File: config.mk
export PLATFORM = sky130hd
export DESIGN_NAME = alu_operand_b_stage
export DESIGN_NICKNAME = d
export VERILOG_FILES = /design/src/rtl/alu_operand_b_stage.sv
export SDC_FILE = /design/constraint.sdc
export NUM_CORES = 1
export LEC_CHECK = 0
export BUFFER_PORTS_ARGS = -buffer_cell sky130_fd_sc_hd__buf_4
export CORE_ASPECT_RATIO = 1.2
export CORE_MARGIN = 2
export CORE_UTILIZATION = 40
export CTS_CLUSTER_SIZE = 24
export DETAILED_ROUTE_END_ITERATION = 16
export PLACE_DENSITY = 0.73
export SYNTH_ARGS = -nofsm -noshare
export SYNTH_HDL_FRONTEND = slang
export SYNTH_SLANG_ARGS = --single-unit
File: constraint.sdc
create_clock -name clk -period 1.3 [get_ports clk]
set_input_delay 0 -clock clk [delete_from_list [all_inputs] [get_ports clk]]
set_output_delay 0 -clock clk [all_outputs]
set_load 0.1 [all_outputs]
File: src/rtl/alu_operand_b_stage.sv
// ALU operand-B source select with a one-entry valid/ready output register.
// Illegal selects yield a zero operand and raise a sticky error flag.
module alu_operand_b_stage #(
    parameter int DATA_W    = 32,
    parameter int IMM_W     = 16,
    parameter int SHIFT_AMT = 2,
    parameter int CONST_INC = 4
) (
    input  logic              clk,
    input  logic              reset,
    input  logic              in_valid,
    output logic              in_ready,
    input  logic [2:0]        sel,
    input  logic [DATA_W-1:0] a_in,
    input  logic [DATA_W-1:0] b_in,
    input  logic [IMM_W-1:0]  imm_in,
    output logic              out_valid,
    input  logic              out_ready,
    output logic [DATA_W-1:0] out_data,
    output logic              sel_err,
    input  logic              err_clr
);

    localparam int PAD = DATA_W - IMM_W;

    typedef enum logic {EMPTY, FULL} state_t;

    state_t            state_q;
    logic [DATA_W-1:0] data_q;
    logic [DATA_W-1:0] data_d;
    logic              err_q;
    logic              illegal;
    logic              capture;
    logic [DATA_W-1:0] imm_sext;
    logic [DATA_W-1:0] imm_zext;
    logic [DATA_W-1:0] imm_high;

    assign imm_sext = {{PAD{imm_in[IMM_W-1]}}, imm_in};
    assign imm_zext = {{PAD{1'b0}}, imm_in};
    assign imm_high = {imm_in, {PAD{1'b0}}};

    assign in_ready  = (state_q == EMPTY) || out_ready;
    assign capture   = in_valid && in_ready;
    assign out_valid = (state_q == FULL);
    assign out_data  = data_q;
    assign sel_err   = err_q;

    always_comb begin
        data_d  = '0;
        illegal = 1'b0;
        unique case (sel)
            3'b000: data_d = b_in;
            3'b001: data_d = DATA_W'(CONST_INC);
            3'b010: data_d = imm_sext;
            3'b011: data_d = imm_sext << SHIFT_AMT;
            3'b100: data_d = a_in;
            3'b101: data_d = imm_zext;
            3'b110: data_d = imm_high;
            3'b111: illegal = 1'b1;
        endcase
    end

    // A capture while FULL doubles as the consume, so the stage never bubbles.
    always_ff @(posedge clk or posedge reset) begin
        if (reset) begin
            state_q <= EMPTY;
            data_q  <= '0;
            err_q   <= 1'b0;
        end else begin
            if (capture) begin
                state_q <= FULL;
                data_q  <= data_d;
            end else if (out_ready) begin
                state_q <= EMPTY;
            end
            if (capture && illegal) begin
                err_q <= 1'b1;
            end else if (err_clr) begin
                err_q <= 1'b0;
            end
        end
    end

endmodule

# == Word-level counts from Yosys, hierarchy flattened ==
# Index checks and enable logic that the tools add are counted.
# op_classes
bitwise_logic,1
mux,6
reduce_logical,6
eq_ne,7
# ops
cell,n
one-hot mux 32 bit (7 select lines),1
== test 3 bit (second input constant),4
== test 3 x 2 -> 1 bit (second input constant),2
2-to-1 mux 1 bit,5
nonzero test 2 bit,2
== test 3 x 1 -> 1 bit (second input constant),1
logical NOT 3 bit,1
logical AND 1 bit,2
logical OR 1 bit,1
NOT 1 bit,1
# totals
output_inout_bits,35
register_bits,34
word_cells,23
in_bits,88

# == Longest topological paths before layout ==
# depth
depth_word,5
depth_mapped,6
mapped_depth_nobuf,4

# == Worst setup path before layout ==
# No wires, ideal clock.
# synth_path
kind,reg2reg
startpoint,register state_q (netlist: out_valid)
endpoint,register data_q[5] (netlist: out_data[5])
path_stages_with_launch,6
required_ps,1174
setup_ps,126
slack_ps,-1599
path_buffers,2
synth_period_minus_slack_ps,2899
t_arrival_ps,2773
cell_sequence,dfrtp_1 nand2b_1 and3_1 buf_2 buf_2 a221o_1
# synth_between
elab_chain_cells,3
# synth_rtl
element,line_no,source
start: declaration,28,state_t state_q;
start signal: assignment,66,state_q <= EMPTY;
start signal: assignment,71,state_q <= FULL;
start signal: assignment,74,state_q <= EMPTY;
NOT 1 bit,42,assign in_ready = (state_q == EMPTY) || out_ready;
logical OR 1 bit,42,
via in_ready,12,"output logic in_ready,"
logical AND 1 bit,43,assign capture = in_valid && in_ready;
end signal: assignment,72,data_q <= data_d;
end: declaration,29,logic [DATA_W-1:0] data_q;
# The timed path passes the listed nets, and every way through them passes these cells.
# A chain may end at the register's enable or synchronous reset.

# == Final worst setup path ==
# layout_path
startpoint,register state_q (netlist: out_valid)
endpoint,register data_q[12] (netlist: out_data[12])
# layout_between
elab_chain_cells,3
# layout_rtl
element,line_no
NOT 1 bit,42
logical OR 1 bit,42
logical AND 1 bit,43
# Every way passes these cells.

==> metrics.txt <==
row count 30; Final ANT Viol Nets 0; MaxCap Viol Count 0; post-layout util a little over three fifths; Register Area approximately 850 sq um; syn nets around 340; Yosys top cell area share between 30% and 40%; Filler Cell Count 492; multiplexer share of the synthesized area 8.95%; crit-path max cell delay around 500 ps; Buf/Inv on CP 1; max_slew headroom roughly 65%; Worst Tran Pin Value 520 ps; post-CTS setup buffer count 0; EDFF count, synth 0; Final Worst Setup Slack -13.1 ps; setup violators final 3; commonest non-fill, non-tap cell in the layout buf_4; worst skew pair latency between 200 and 300 ps; unrepaired setup endpoints after global routing yes; vias in the first global route 2674; Vias/cell between 5 and 6; Multi-input gate area ~1300 sq um; Core Box Area roughly 5600 sq um; setup TNS -25.5 ps; Detailed Route WL roughly 8 mm; gp weighted congestion roughly 0.86; gr usage total about a quarter; worst-path fanout max 18; Via Count ~2600; DRC Markers 0; Root Driver clkbuf_8; Slowest-stage cell, CP dfrtp_4; CTS Buffer Depth 2; Most Crowded Layer GR met2; Critical Path RT between 1000 and 1500 ps; CTS sink cnt 34; Buffers on Ports roughly 120; fmax approximately 0.76 GHz; Synth area leader dfrtp_1; P_leak 0.00172 uW; Cell Area, Placed 3360 sq um; wire length per cell ~18 um; met3 Resource Use GR around 3.7%; min Tclk post-route 1310 ps; Synth cell types 34; Post-Syn Area 2280 sq um; Top FF cell, synth dfrtp_1; CTS tree yes; Hold Vio Cnt, Final 0; Hold Path Class input port to flop; initial antenna violation count 0; CP Capture Type flop; Die Ht 86.7 um; Ant. Diodes 0; Post-Synth XOR/XNOR Area 0%; FF+latch count, synth 34; layout cells sized above 1 around 42%; Area growth syn-to-layout 54.4%; drt pass-1 iters 5; post-synthesis area per instance between 8 and 9 sq um; DP HPWL between 6 and 7 mm; I/O pins 123; CP arrival approximately 1500 ps; Synth Area in Compound Gates roughly 33%; CTS buffer count 5; first-pass GRT wire length about 12 mm; Die ar. roughly 6300 sq um; post-synthesis adder-cell area fraction 0%; largest family of logic cells by synthesized area compound AO/OA/AOI/OAI gates; VDD IR-drop max 547 uV; Critical Path Source Type flop; Iteration-0 DRC Markers approximately 190; failing checks setup timing; max-slew violations 0; met2 Track Usage GR between 40% and 50%; sequential share of the synthesized area 37.3%; residual overflow from global routing 0; async set-reset flop share out of synthesis between 90% and 100%; top cells by area, synth dfrtp_1 37%, o22ai_1 7.7%, mux2i_1 7.5%, a22o_1 5.8%, a21oi_1 5.7%; outcome finished with violations; Pwr per Cell Area around 1200 nW/um^2; Initial Util around 41%; Final period util 101%; commonest non-fill, non-tap cells in the layout 139 x buf_4, 33 x dfrtp_1, 28 x o22ai_1; Crit Path Category flop to flop; Setup Skew 4.38 ps; H-tree depth 2; clk slew on worst S/H paths approximately 70 ps; worst-path cell chain nand2b_4, nand2_4, buf_12, a221o_1; synthesized instance count 256; pin count of the biggest net entering global routing 26; Finished Cell Area between 3000 and 4000 sq um; R2R setup slack -10 ps; M1 GR Usage between 30% and 40%; die width around 73 um; synth warn 0; simple-gate portion of the synthesized area ~15%; Layout Nets between 400 and 500; delay-heaviest family, CP flip-flops
-- routing by layer --
layer	part of all wire, %	vias to the layer above
li1	-	1238
met1	41	1256
met2	50	126
met3	6.5	17
met4	1.9	0
met5	0	-
-- cell usage after synthesis, types with 5 or more instances --
cell	number
mux2i_1	17
o22ai_1	28
a21boi_0	13
nand2b_1	5
nor3_1	10
a221o_1	10
o21ai_1	10
a21oi_1	26
and3_1	11
buf_2	13
a22o_1	15
dfrtp_1	34
clkbuf_1	9
nand2_1	21
-- worst reg2reg max path, cell delays in order, from the launching register on --
cell and delay (ps):
dfrtp_4 500, nand2b_4 120, nand2_4 70, buf_12 150, a221o_1 350
-- power by group --
part	total, uW	leakage, uW	internal (uW)	switching (uW)
clock network	925	0.0000575	535	389
registers	1290	0.000442	1200	97.6
logic	2140	0.00122	636	1500
-- worst paths after layout --
check | start | endpoint | cells after the start
setup / recovery | out_valid | out_data[12] | 4
hold / removal | b_in[2] | out_data[2] | 3
setup reg to reg | out_valid | out_data[12] | 4
hold reg to reg | out_data[3] | out_data[3] | 2
max in group asynchronous | reset | out_data[25] | 4
min in group asynchronous | reset | out_data[31] | 3
-- registers in the layout, indices dropped and copies added (netlist names) --
| name | flops |
|---|---|
| out_data | 32 |
| out_valid | 1 |
| sel_err | 1 |
-- cell type report --
class / instances / area share [%]
clock buffers: 8 / 3.13
inverters: 3 / 0.320
repair buffers: 146 / 32.6
flip-flops and latches: 34 / 24.3
multi-input cells: 192 / 37.4
well taps: 64 / 2.28
-- cell families after synthesis --
kind of cell / Yosys count
and+or+nand+nor: 62
muxes: 20
AOI/OAI and AO/OA: 110
buffers and inverters: 30
DFF: 34
-- timing repair --
item	CTS	global route
resized for setup	2	1
setup endpoints to repair	5	17
endpoints found under the hold margin	13	0
hold buffers	3	0
pin swaps	3	3
-- metrics by stage --
| step | power [uW] | setup WS [ps] | hold slack [ps] | cells |
|---|---|---|---|---|
| floorplan | 2800 | -463 | 99.0 | 256 |
| detailed placement | 3440 | 5.17 | 58.7 | 436 |
| finish | 4360 | -13.1 | 8.47 | 447 |
| CTS | 4360 | 0.173 | 4.18 | 447 |
| global placement | 3420 | 40.4 | 53.0 | 436 |
| global route | 4520 | -42.6 | 54.7 | 447 |
No activity file was read; power rests on OpenSTA's default activity.
